===== config.mk =====
export PLATFORM = sky130hd
export DESIGN_NAME = fp_series_sequencer
export DESIGN_NICKNAME = d
export VERILOG_FILES = /design/src/rtl/alu_pkg.sv /design/src/rtl/seq_lat_counter.sv /design/src/rtl/fp_series_sequencer.sv
export SDC_FILE = /design/constraint.sdc
export NUM_CORES = 1
export LEC_CHECK = 0
export CAP_MARGIN = 20
export CORE_AREA = 5 5 117 119
export CTS_CLUSTER_SIZE = 24
export DETAILED_ROUTE_END_ITERATION = 10
export DIE_AREA = 0 0 122 124
export DONT_BUFFER_PORTS = 1
export GPL_TIMING_DRIVEN = 1
export PLACE_DENSITY = 0.62
export SYNTH_ARGS = -nofsm -noshare
export SYNTH_HDL_FRONTEND = slang
export SYNTH_HIERARCHICAL = 1
export SYNTH_SLANG_ARGS = --single-unit

===== constraint.sdc =====
create_clock -name clk -period 4.39 [get_ports clk]
set_input_delay 0.6585 -clock clk [delete_from_list [all_inputs] [get_ports clk]]
set_output_delay 0.6585 -clock clk [all_outputs]
set_load 0.01 [all_outputs]

===== src/rtl/alu_pkg.sv =====
// Shared ALU definitions: opcodes, FP operand width and the series sequencer states.
package alu_pkg;
  localparam int FP_W = 32;

  localparam logic [3:0] OP_NOP  = 4'b0000;
  localparam logic [3:0] OP_FADD = 4'b0101;
  localparam logic [3:0] OP_FSUB = 4'b0110;
  localparam logic [3:0] OP_FMUL = 4'b0111;

  typedef enum logic [2:0] {
    ST_IDLE,
    ST_FIRST,
    ST_NEXT,
    ST_WAIT_ALU,
    ST_FIN
  } seq_state_t;
endpackage


===== src/rtl/seq_lat_counter.sv =====
// Loadable down-counter that flags zero; paces the wait for a fixed-latency ALU op.
module seq_lat_counter #(
  parameter int W = 4
) (
  input  logic         i_clk,
  input  logic         i_rst,
  input  logic         i_load,
  input  logic [W-1:0] i_load_val,
  input  logic         i_dec,
  output logic         o_zero
);
  logic [W-1:0] r_cnt;

  // Load wins over decrement; the count parks at zero rather than wrapping.
  always_ff @(posedge i_clk or posedge i_rst) begin
    if (i_rst)                     r_cnt <= '0;
    else if (i_load)               r_cnt <= i_load_val;
    else if (i_dec && r_cnt != '0) r_cnt <= r_cnt - 1'b1;
  end

  assign o_zero = (r_cnt == '0);
endmodule


===== src/rtl/fp_series_sequencer.sv =====
// Sums an N-term FP series through one shared external add ALU, one term per handshake.
module fp_series_sequencer
  import alu_pkg::*;
#(
  parameter int         ALU_LAT = 1,
  parameter int         CNT_W   = 4,
  parameter logic [3:0] ADD_OP  = OP_FADD
) (
  input  logic             clk,
  input  logic             rst,
  input  logic             start,
  input  logic [CNT_W-1:0] n_terms,
  input  logic             term_valid,
  input  logic [FP_W-1:0]  term_data,
  output logic             term_ready,
  output logic [FP_W-1:0]  alu_a,
  output logic [FP_W-1:0]  alu_b,
  output logic [3:0]       alu_op,
  input  logic [63:0]      alu_y,
  output logic             busy,
  output logic             done,
  output logic [FP_W-1:0]  result
);
  localparam logic [3:0] LAT_LOAD = 4'(ALU_LAT - 1);

  seq_state_t       r_state, w_next;
  logic [FP_W-1:0]  r_acc, r_opb, r_result;
  logic [CNT_W-1:0] r_remaining;
  logic             w_ready, w_busy, w_done, w_xfer, w_lat_zero;
  logic             w_unused_hi;

  assign w_xfer      = term_valid & w_ready;
  assign w_unused_hi = ^alu_y[63:32];

  seq_lat_counter #(.W(4)) u_lat (
    .i_clk      (clk),
    .i_rst      (rst),
    .i_load     ((r_state == ST_NEXT) && w_xfer),
    .i_load_val (LAT_LOAD),
    .i_dec      (r_state == ST_WAIT_ALU),
    .o_zero     (w_lat_zero)
  );

  always_ff @(posedge clk or posedge rst) begin
    if (rst) r_state <= ST_IDLE;
    else     r_state <= w_next;
  end

  always_comb begin
    w_next = r_state;
    unique case (r_state)
      ST_IDLE:     if (start) w_next = (n_terms == '0) ? ST_FIN : ST_FIRST;
      ST_FIRST:    if (w_xfer) w_next = (r_remaining == CNT_W'(1)) ? ST_FIN : ST_NEXT;
      ST_NEXT:     if (w_xfer) w_next = ST_WAIT_ALU;
      ST_WAIT_ALU: if (w_lat_zero) w_next = (r_remaining == '0) ? ST_FIN : ST_NEXT;
      ST_FIN:      w_next = ST_IDLE;
      default:     w_next = ST_IDLE;
    endcase
  end

  always_comb begin
    w_ready = 1'b0;
    w_busy  = 1'b1;
    w_done  = 1'b0;
    unique case (r_state)
      ST_IDLE:           w_busy  = 1'b0;
      ST_FIRST, ST_NEXT: w_ready = 1'b1;
      ST_FIN:            w_done  = 1'b1;
      default:           ;
    endcase
  end

  // Operand registers only move on accepted terms or folded ALU results,
  // so the ALU sees stable inputs for the whole wait.
  always_ff @(posedge clk or posedge rst) begin
    if (rst) begin
      r_acc       <= '0;
      r_opb       <= '0;
      r_remaining <= '0;
      r_result    <= '0;
    end else begin
      unique case (r_state)
        ST_IDLE: if (start) begin
          if (n_terms == '0) r_acc       <= '0;
          else               r_remaining <= n_terms;
        end
        ST_FIRST: if (w_xfer) begin
          r_acc       <= term_data;
          r_remaining <= r_remaining - 1'b1;
        end
        ST_NEXT: if (w_xfer) begin
          r_opb       <= term_data;
          r_remaining <= r_remaining - 1'b1;
        end
        ST_WAIT_ALU: if (w_lat_zero) r_acc <= alu_y[FP_W-1:0];
        ST_FIN:      r_result <= r_acc;
        default:     ;
      endcase
    end
  end

  assign term_ready = w_ready;
  assign busy       = w_busy;
  assign done       = w_done;
  assign alu_a      = r_acc;
  assign alu_b      = r_opb;
  assign alu_op     = ADD_OP;
  assign result     = r_result;
endmodule


# Yosys cells after proc, flatten, opt, wreduce, memory -nomap -nowiden
# Cells that the tools add are included.
# Widths: inputs -> output; s select.
[totals] ff_bits=107 input_bits=104 output_inout_bits=103 elab_cells=58
[classes] n_addsub=2 n_eq_ne=12 muxes=22 n_bitwise=1 reduce_logical=15
[op_table] cell="$mux 32" n=4
[op_table] cell="$pmux 32 s3" n=1
[op_table] cell="$mux 3" n=7
[op_table] cell="$mux 4" n=5
[op_table] cell="$logic_not 4->1" n=3
[op_table] cell="$ne 2x2->1 const B" n=6
[op_table] cell="$pmux 3 s4" n=1
[op_table] cell="$pmux 4 s2" n=1
[op_table] cell="$reduce_and 4->1" n=2
[op_table] cell="$sub 4x1->4 const B" n=2
[op_table] cell="$eq 3x2->1 const B" n=2
[op_table] cell="$reduce_and 5->1" n=1
[op_table] cell="$eq 4x1->1 const B" n=1
[op_table] cell="$reduce_bool 2->1" n=2
[op_table] cell="$reduce_bool 4->1" n=1
[op_table] cell="$eq 3x1->1 const B" n=1
[op_table] cell="$eq 3x3->1 const B" n=1
[op_table] cell="$logic_not 3->1" n=1
[op_table] cell="$mux 1" n=3
[op_table] cell="$reduce_bool 3->1" n=1
[op_table] cell="$logic_and 1x1->1" n=2
[op_table] cell="$ne 2x1->1 const B" n=1
[op_table] cell="$reduce_and 2->1" n=1
[op_table] cell="$reduce_or 2->1" n=1
[op_table] cell="$and 1x1->1" n=1

# Depth between registers and ports, before layout
[depth] ltp_word=6 mapped_depth=8 mapped_depth_nobuf=8

# Hierarchy
# Netlist, hierarchy kept.
[modules_own_cells] mod="fp_series_sequencer" n_inst=1 cells_each=315 area_per_inst_um2=4600.7 seq_area_each_um2=2577.5
[modules_own_cells] mod="seq_lat_counter" n_inst=1 cells_each=28 area_per_inst_um2=261.5 seq_area_each_um2=100.1

# Worst setup path after synthesis
# Ideal clock, no wire load.
[synth_timing] kind="register to register" start="register u_lat.r_cnt[0]" end="register r_acc[0] (netlist: alu_a[0])" setup_time_ps=125 arrival_ps=2132 t_required_ps=4265 path_slack_ps=2133 stages_incl_launch_ff=9 n_path_buf=1 synth_period_minus_slack_ps=2257 cell_sequence="dfrtp_1 -> inv_1 -> ha_1 -> or3b_4 -> inv_1 -> nand2_1 -> a2111o_1 -> buf_6 -> mux2_4"
[synth_between] elab_chain_cells=3
[synth_rtl] element="start, declared" line="seq_lat_counter.sv:12" rtl="logic [W-1:0] r_cnt;"
[synth_rtl] element="start signal, assigned" line="seq_lat_counter.sv:17" rtl="else if (i_load) r_cnt <= i_load_val;"
[synth_rtl] element="start signal, assigned" line="seq_lat_counter.sv:18" rtl="else if (i_dec && r_cnt != '0) r_cnt <= r_cnt - 1'b1;"
[synth_rtl] element="$logic_not 4->1" line="seq_lat_counter.sv:21" rtl="assign o_zero = (r_cnt == '0);"
[synth_rtl] element="net w_lat_zero" line="fp_series_sequencer.sv:29" rtl="logic w_ready, w_busy, w_done, w_xfer, w_lat_zero;"
[synth_rtl] element="$ne 2x2->1 (no line)"
[synth_rtl] element="$reduce_and 5->1 (no line)"
[synth_rtl] element="end signal, assigned" line="fp_series_sequencer.sv:88" rtl="r_acc <= term_data;"
[synth_rtl] element="end signal, assigned" line="fp_series_sequencer.sv:95" rtl="ST_WAIT_ALU: if (w_lat_zero) r_acc <= alu_y[FP_W-1:0];"
[synth_rtl] element="end, declared" line="fp_series_sequencer.sv:27" rtl="logic [FP_W-1:0] r_acc, r_opb, r_result;"
# The timed path passes the listed nets, and every way through them passes these cells.
# A chain may end at the register's enable or synchronous reset.

# Worst setup path in the final report
[layout_timing] start="register u_lat.r_cnt[0]" end="register r_acc[4] (netlist: alu_a[4])"
# Same word-level chain as after synthesis.

==> results.tsv <==
metric	value	unit
Clk Latency, worst-skew pair	0.35	ns
max-cap violation count	0	
layout cells sized above 1	36.92	%
slew margin rel.	35.54	%
Site Rows	41	
Placer Congestion	0.8267	
Max Fclk	0.3549	GHz
via count	2811	
Worst EP required	4.62	ns
Vias/cell	5.448	
post-synthesis cell area	0.004862	mm^2
worst slew pin tran	0.9654	ns
number of synthesized flops with an enable pin	0	
Min Hold Slack	0.08284	ns
commonest cells after routing, fill and taps aside	dfrtp_1 (107), mux2_2 (68), a22o_1 (33)	
# hold bufs at CTS	0	
sequential fraction of the synthesis area	55.07	%
sw frac	36.21	%
Yosys Warn Count	6	
Yosys cell types	47	
ys flop type	dfrtp_1	
clk root buf	clkbuf_16	
Max Clock Skew	0.007345	ns
post-CTS sizing	0	
VDD IR-drop max	0.3646	mV
most common cell after layout, fill and taps aside	dfrtp_1	
Sw Pwr	1.482	mW
Crit Path Category	flip-flop to flip-flop	
nature of the critical path endpoint	flip-flop	
dpl hpwl	7.838	mm
Slew Viols, Final	0	
unrepaired setup endpoints after global routing	no	
H-tree levels	3	
Reg power frac	45.3	%
ANT nets after route	0	
Routed WL	11.25	mm
Hold Path Class	input port to async pin	
drt drc	0	
CTS Buf Count	9	
final hold violation count	0	
drt pass-1 iters	4	
fill cell count	1157	
cell count after synthesis	343	
TNS Setup	0	ns
first-pass GRT wire length	17.27	mm
Syn-to-layout area delta	9.161	%
P per Cell Area	771.2	mW/mm^2
# setup viols final	0	
initial antenna violation count	0	
antenna diode count	0	
average size of a mapped cell	14.18	um^2
Worst-path clk slew	0.07	ns
Die X-Extent	122	um
vias in the first global route	3021	
largest net degree at the start of global routing	65	
Layout Nets	448	
chip height	124	um
status	finished clean	
Core Region	0.01247	mm^2
Worst EP arrival	3.05	ns
Clock Tree Buf Depth	2	
die area	0.01513	mm^2
Port-buffer cells	0	
overflow left after global routing	0	
Initial Utilization	39.00	%
leakage power	2.471	nW
CTS tree	yes	
Wirelength per Cell	21.79	um
Logic pwr share	36.8	%
async set-reset flop share out of synthesis	100.0	%
GR Util All Layers	14.97	%
clock share of power	17.9	%
Initial DRC Count	117	
io pins	207	
Worst Path Max Fanout	17	
#FFs+latches synth	107	
fin crit share	64.19	%
setup bufs post-CTS	0	
Cell Int Power	2.611	mW
min Tclk post-route	2.818	ns
startpoint types	flip-flop	
clk sinks	107	
## through the flow
stage / cell area [um^2] / cells / setup WS (ns) / power (mW) / util (%)
finish: 5308 / 516 / 1.572 / 4.093 / 42.58
global placement: 5027 / 501 / 1.597 / 3.323 / 40.33
detailed placement: 5027 / 501 / 1.535 / 3.392 / 40.33
global route: 5308 / 516 / 1.435 / 4.354 / 42.58
floorplan: 4885 / 349 / 1.028 / 3.044 / -
CTS: 5288 / 515 / 1.518 / 4.141 / 42.42
## cells by family after synthesis
logic type	count (synthesis)	share of synthesized area, %
XOR/XNOR	1	0.1802
AO/OA/AOI/OAI	58	9.367
multiplexers	100	25.42
adder cells (fa/ha/maj)	3	0.7721
other	2	0.1545
buffers and inverters	35	3.706
AND/OR/NAND/NOR	37	5.327
flip-flops	107	55.07
## flip-flops by register name, summed over array words and instances, names as in the netlist
register,count
alu_a,32
alu_b,32
result,32
r_remaining,4
u_lat/r_cnt,4
r_state,3
## synthesized netlist by cell type, types with 2 or more instances
library cell | instances | share of area, %
a21oi_1 | 6 | 0.62
a22o_1 | 33 | 5.9
buf_2 | 9 | 0.93
buf_4 | 4 | 0.62
buf_6 | 3 | 0.69
clkbuf_1 | 9 | 0.69
conb_1 | 2 | 0.15
dfrtp_1 | 107 | 55
ha_1 | 3 | 0.77
inv_1 | 10 | 0.77
mux2_2 | 68 | 16
mux2_4 | 30 | 9.3
mux2i_1 | 2 | 0.41
nand2_1 | 7 | 0.54
nand2b_1 | 2 | 0.26
nor2_1 | 3 | 0.23
nor3_1 | 5 | 0.51
nor3b_1 | 2 | 0.31
nor3b_2 | 2 | 0.51
nor4b_1 | 2 | 0.36
nor4bb_1 | 2 | 0.41
o21ai_0 | 6 | 0.62
o21ai_1 | 2 | 0.21
## power groups by stage
stage	registers (mW)	logic, mW	clock network, mW
after floorplan	1.72	1.32	0
after global placement	1.87	1.46	0
after detailed placement	1.89	1.51	0
after CTS	1.87	1.51	0.764
after global routing	1.91	1.64	0.803
final	1.86	1.50	0.733
## cell type report
cell class,count,area [um^2],share of cell area [%]
clock buffers,12,246.5,4.644
clock inverters,2,13.76,0.2593
inverters,10,40.04,0.7544
multi-input cells,207,2057,38.76
flip-flops and latches,107,2678,50.45
well taps,172,215.2,4.055
repair buffers,6,57.56,1.084
## worst paths after layout
path / start / endpoint / slack (ns) / cells after the start
hold / removal: rst / u_lat/r_cnt[0]$_DFFE_PP0P_ / 0.08 / 1
min in group clk: term_data[31] / alu_b[31]$_DFFE_PP0P_ / 0.46 / 1
setup / recovery: u_lat/r_cnt[0]$_DFFE_PP0P_ / alu_a[4]$_DFFE_PP0P_ / 1.57 / 8
max in group asynchronous: rst / alu_a[15]$_DFFE_PP0P_ / 3.04 / 2
hold reg to reg: r_remaining[3]$_DFFE_PP0P_ / r_remaining[3]$_DFFE_PP0P_ / 0.56 / 2
setup reg to reg: u_lat/r_cnt[0]$_DFFE_PP0P_ / alu_a[4]$_DFFE_PP0P_ / 1.57 / 8
## layer usage
layer | GRT usage, % | wire, um | vias to the layer above
met3 | 6.312 | 982 | 13
met2 | 23.65 | 5349 | 109
met1 | 18.16 | 4696 | 1451
li1 | - | - | 1238
met4 | 6.022 | 217 | 0
met5 | 0 | 0 | -
## worst max-delay path, cell delays in order (launching register included)
cell and delay, ns:
dfrtp_1 0.39, inv_1 0.11, ha_1 0.23, or3b_4 0.43, inv_1 0.07, nand2_1 0.09, a2111o_2 0.79, buf_12 0.28
mux2_4 0.30
(Power assumes the default switching activity.)
==> edit 1: new RTL, same flow settings <==
`W` is set to 4 in 2 places; all go to 6.
--- a/src/rtl/seq_lat_counter.sv
+++ b/src/rtl/seq_lat_counter.sv
@@ -1,6 +1,6 @@
 // Loadable down-counter that flags zero; paces the wait for a fixed-latency ALU op.
 module seq_lat_counter #(
-  parameter int W = 4
+  parameter int W = 6
 ) (
   input  logic         i_clk,
   input  logic         i_rst,
--- a/src/rtl/fp_series_sequencer.sv
+++ b/src/rtl/fp_series_sequencer.sv
@@ -32,7 +32,7 @@
   assign w_xfer      = term_valid & w_ready;
   assign w_unused_hi = ^alu_y[63:32];
 
-  seq_lat_counter #(.W(4)) u_lat (
+  seq_lat_counter #(.W(6)) u_lat (
     .i_clk      (clk),
     .i_rst      (rst),
     .i_load     ((r_state == ST_NEXT) && w_xfer),
Behaviour: no difference found for any inputs over 4 cycles, from zero or initial values and one cycle with rst high; that may be too few to reach the edited logic, so the function may still have changed.
==> edit 1 against the original RTL <==
  * Area after synthesis increased by 3.4%
  * Sequential cell count increased by 2
  * Routed wire length increased by 0.20%
  * Worst setup slack improved by 0.17 ns
  * Sequential share of layout area decreased by 1.2 points
  * Power decreased by 4.6%
  * Worst hold slack improved by 0.035 ns
  * Cell area increased by 4.3%
  * Critical endpoint is now u_lat/r_cnt[3]
  * Largest cell class unchanged
==> edit 1: results (changes against the original RTL) <==
[metrics] critical path arrival: 2.93 ns (-0.12 ns)
[metrics] Commonest cells post-synth: sky130_fd_sc_hd__dfrtp_1 (109), sky130_fd_sc_hd__mux2_2 (68), sky130_fd_sc_hd__a22o_1 (33)
[metrics] Compound-Gate Fraction of Synth Area: 0.102 (+0.00840)
[metrics] number of antenna violations at the first check in global routing: 0 (unchanged)
[metrics] H-Tree Level Count: 3 (unchanged)
[metrics] Cell Count Post-Placement: 523 (+4.4%)
[metrics] arithmetic-cell share of the synthesized area counting full adders, half adders and majority gates: 0.00996 (+0.00224)
[metrics] Setup Skew: 0.00885 ns (+0.00151 ns)
[metrics] count of buffers inserted at the top-level ports: 0 (unchanged)
[metrics] mux share of post-synthesis cell area: 0.246 (-0.00829)
[metrics] root buffer cell: sky130_fd_sc_hd__clkbuf_16
[metrics] proportion of synthesized chip area in sequential cells: 0.543 (-0.00800)
[metrics] maximum single-stage delay on the critical path: 0.91 ns (+0.12 ns)
[metrics] share of the synthesized netlist area taken by xor and xnor gates: 0.00174 (-0.0000587)
[metrics] Resized cells post-CTS: 0 (unchanged)
[metrics] HPWL after DPL: 7.77 mm (-0.85%)
[metrics] Via density: 5.56 (+2.0%)
[metrics] first-pass GRT wire length: 16.9 mm (-1.9%)
[metrics] DR iter-0 viols: 130 (+11%)
[metrics] gate count after technology mapping: 364 (+6.1%)
[metrics] outcome: finished clean
[metrics] static leakage power: 0.00256 uW (+3.7%)
[metrics] gr usage total: 0.145 (-0.00475)
[metrics] slew at the pin with the worst max-slew slack: 0.902 ns (-0.0633 ns)
[metrics] highest ir drop seen on vdd: 0.240 mV (-34%)
[metrics] placement-stage cell area: 0.00519 sq mm (+3.3%)
[metrics] library cells used by synthesis: 48 (+2.1%)
[metrics] via count of the first global-routing pass: 3,133 (+3.7%)
[metrics] critical-path maximum fanout: 41 (+24)
[metrics] Max clock buf depth: 2 (unchanged)
[metrics] Layout Nets: 471 (+5.1%)
[metrics] largest net degree at the start of global routing: 66 (+1.5%)
[metrics] mean routed wirelength per cell: 20.9 microns (-4.3%)
[metrics] delay-heaviest family, CP: simple AND/OR/NAND/NOR gates
[metrics] standard cell with the maximum stage delay on the critical path: sky130_fd_sc_hd__and3b_2
[metrics] final weighted congestion of routability-driven global placement: 0.817 (-1.2%)
[metrics] fraction of final layout cells with drive strength greater than 1: 0.353 (-0.0159)
[metrics] clock-pin slew on the worst setup and hold paths: 0.07 ns (about the same)
[metrics] leading post-synthesis cells by cell area: sky130_fd_sc_hd__dfrtp_1 (54%), sky130_fd_sc_hd__mux2_2 (15%), sky130_fd_sc_hd__mux2_4 (9.0%), sky130_fd_sc_hd__a22o_1 (5.8%), sky130_fd_sc_hd__ha_1 (1.0%)
[metrics] total via count in the routed design: 3,002 (+6.8%)
edit 1: layer usage:
metal / GRT usage / share of wire / vias up
li1: - / - / 1324
met1: 0.176 / 0.40 / 1536
met2: 0.243 / 0.49 / 129
met3: 0.0450 / 0.089 / 13
met4: 0.0553 / 0.015 / 0
met5: 0 / 0 / -
edit 1: layout make-up:
class / instances / area (sq um)
Timing Repair Buffer: 6 / 57.6
Inverter: 11 / 43.8
Multi-Input combinational cell: 226 / 2170
Fill cell: 1170 / 6930
Sequential cell: 109 / 2730
Clock inverter: 7 / 97.6
Tap cell: 172 / 215
Clock buffer: 9 / 225
edit 1: worst paths after layout:
path	from	endpoint	slack [ns]	depth (start not counted)
setup / recovery	r_state[0]	u_lat/r_cnt[3]	1.74	4
hold / removal	rst	u_lat/r_cnt[3]	0.12	1
setup reg to reg	r_state[0]	u_lat/r_cnt[3]	1.74	4
hold reg to reg	r_remaining[2]	r_remaining[2]	0.57	1
max in group asynchronous	rst	alu_b[6]	3.02	2
min in group clk	term_data[21]	alu_b[21]	0.45	1
edit 1: cells by family (layout without fill, tap and decap cells):
group / Yosys count / in the layout
AOI/OAI and AO/OA: 64 / 64
muxes: 100 / 100
DFF: 109 / 109
xor gates and xnor gates: 1 / 1
other: 2 / 10
adders and majority gates: 4 / 4
and+or+nand+nor: 47 / 47
buffers and inverters: 37 / 33
edit 1: power by group:
group          internal (uW)  switching, uW
Clock                    503            367
Combinational            679            518
Sequential              1360            478
Total                   2540           1360
edit 1: metrics by stage:
step                       util  setup WS (ns)
after floorplan               -           1.03
after global placement    0.416           1.70
after detailed placement  0.416           1.67
after CTS                 0.442           1.67
after global routing      0.444           1.60
final                     0.444           1.74
==> edit 2: new RTL, same flow settings <==
Made on the original files. Encoding of `seq_state_t`: now one-hot (5 bits for 5 states).
--- a/src/rtl/alu_pkg.sv
+++ b/src/rtl/alu_pkg.sv
@@ -7,12 +7,12 @@
   localparam logic [3:0] OP_FSUB = 4'b0110;
   localparam logic [3:0] OP_FMUL = 4'b0111;
 
-  typedef enum logic [2:0] {
-    ST_IDLE,
-    ST_FIRST,
-    ST_NEXT,
-    ST_WAIT_ALU,
-    ST_FIN
+  typedef enum logic [4:0] {
+    ST_IDLE     = 5'b00001,
+    ST_FIRST    = 5'b00010,
+    ST_NEXT     = 5'b00100,
+    ST_WAIT_ALU = 5'b01000,
+    ST_FIN      = 5'b10000
   } seq_state_t;
 endpackage
 
Behaviour: no difference found for any inputs over 4 cycles, from zero or initial values and one cycle with rst high; so few cycles prove little.
==> edit 2 against the original RTL <==
  * Power shrank 14%
  * Cell area grew 1.6%
  * Worst setup slack gained 0.19 ns
  * Area after synthesis grew 1.7%
  * Critical path depth shrank 2
  * Maximum frequency grew 7.1%
  * Sequential cell count grew 2
  * Largest power group unchanged
  * Global-route usage is essentially flat
  * Routed wire length shrank 0.22%
  * Via count grew 5.7%
  * Clock skew grew 0.00086 ns
  * Utilization grew 0.69 points
  * Final cell count grew 4.5%
==> edit 2: results (changes against the original RTL) <==
[metrics] outcome: finished clean
[metrics] proportion of synthesized chip area in sequential cells: 0.552 (+0.000899)
[metrics] non-filler cells, final: 539 (+4.5%)
[metrics] Resized cells post-CTS: 0 (unchanged)
[metrics] HPWL after DPL: 7.88 mm (+0.53%)
[metrics] gr usage total: 0.149 (-0.000253)
[metrics] clock insertion delay at the later pin of the skew report: 0.35 ns (about the same)
[metrics] library cells used by synthesis: 58 (+23%)
[metrics] reg2reg setup slack: 1.76 ns (+0.19 ns)
[metrics] depth of the worst register-to-register path: 6 (-2)
[metrics] highest ir drop seen on vdd: 0.227 mV (-38%)
[metrics] critical path arrival: 2.87 ns (-0.18 ns)
[metrics] share of the synthesized netlist area taken by xor and xnor gates: 0.00354 (+0.00174)
[metrics] DR iter-0 viols: 140 (+20%)
[metrics] Setup Skew: 0.00820 ns (+0.000860 ns)
[metrics] Via density: 5.51 (+1.2%)
[metrics] number of buffers inserted by post-CTS setup repair: 0 (unchanged)
[metrics] proportion of total power due to net switching: 0.352 (-0.0101)
[metrics] Cell Count Post-Placement: 522 (+4.2%)
[metrics] first-pass GRT wire length: 17.3 mm (+0.20%)
[metrics] routed wire length: 11.2 mm (-0.22%)
[metrics] gate count after technology mapping: 365 (+6.4%)
[metrics] arithmetic-cell share of the synthesized area counting full adders, half adders and majority gates: 0.00759 (-0.000133)
[metrics] fraction of final layout cells with drive strength greater than 1: 0.330 (-0.0395)
[metrics] leading post-synthesis cells by cell area: sky130_fd_sc_hd__dfrtp_1 (55%), sky130_fd_sc_hd__mux2_2 (20%), sky130_fd_sc_hd__a22o_1 (5.7%), sky130_fd_sc_hd__mux2_1 (2.3%), sky130_fd_sc_hd__buf_6 (0.91%)
[metrics] via count of the first global-routing pass: 3,142 (+4.0%)
[metrics] slew at the pin with the worst max-slew slack: 0.942 ns (-0.0231 ns)
[metrics] mux share of post-synthesis cell area: 0.227 (-0.0276)
[metrics] static leakage power: 0.00266 uW (+7.6%)
[metrics] Compound-Gate Fraction of Synth Area: 0.105 (+0.0118)
[metrics] final weighted congestion of routability-driven global placement: 0.873 (+5.6%)
-- edit 2: final cells by class --
| class | instances | area [sq um] |
|---|---|---|
| clock buffer | 13 | 260 |
| clock inverter | 3 | 43.8 |
| fill | 1173 | 7070 |
| inverter | 13 | 51.3 |
| multi-input combinational | 223 | 2040 |
| sequential | 109 | 2730 |
| tap | 172 | 215 |
| timing repair buffer | 6 | 52.6 |
-- edit 2: layer usage --
layer,global-route usage,part of all wire,up-vias
met1,0.176,0.39,1518
met5,0,0,-
met3,0.0690,0.10,7
li1,-,-,1320
met4,0.0427,0.010,0
met2,0.246,0.50,127
-- edit 2: per-stage QoR --
step,utilization,worst slack (ns)
floorplan,-,0.973
global placement,0.407,1.64
detailed placement,0.407,1.56
CTS,0.431,1.55
global route,0.433,1.62
finish,0.433,1.76
-- edit 2: worst max-delay path, cell delays in order, from the launching register on --
cell,delay [ns]
sky130_fd_sc_hd__dfrtp_1,0.50
sky130_fd_sc_hd__nor3_4,0.36
sky130_fd_sc_hd__and2_4,0.22
sky130_fd_sc_hd__inv_2,0.09
sky130_fd_sc_hd__o221ai_4,0.57
sky130_fd_sc_hd__buf_4,0.39
sky130_fd_sc_hd__mux2_2,0.37
-- edit 2: power by group through the flow --
stage	clock network [uW]	registers, uW	logic [uW]
3_3_place_gp	0	1740	953
4_1_cts	868	1730	983
5_1_grt	904	1770	1080
2_1_floorplan	0	1630	882
6_report	834	1720	969
3_5_place_dp	0	1750	981
-- edit 2: final timing paths --
path,start,endpoint
worst max-delay path,r_state[3],alu_a[27]
worst min-delay path,rst,u_lat/r_cnt[2]
worst max register to register,r_state[3],alu_a[27]
worst min register to register,r_remaining[3],r_remaining[3]
max in group asynchronous,rst,r_state[0]
min in group clk,term_data[5],alu_b[5]
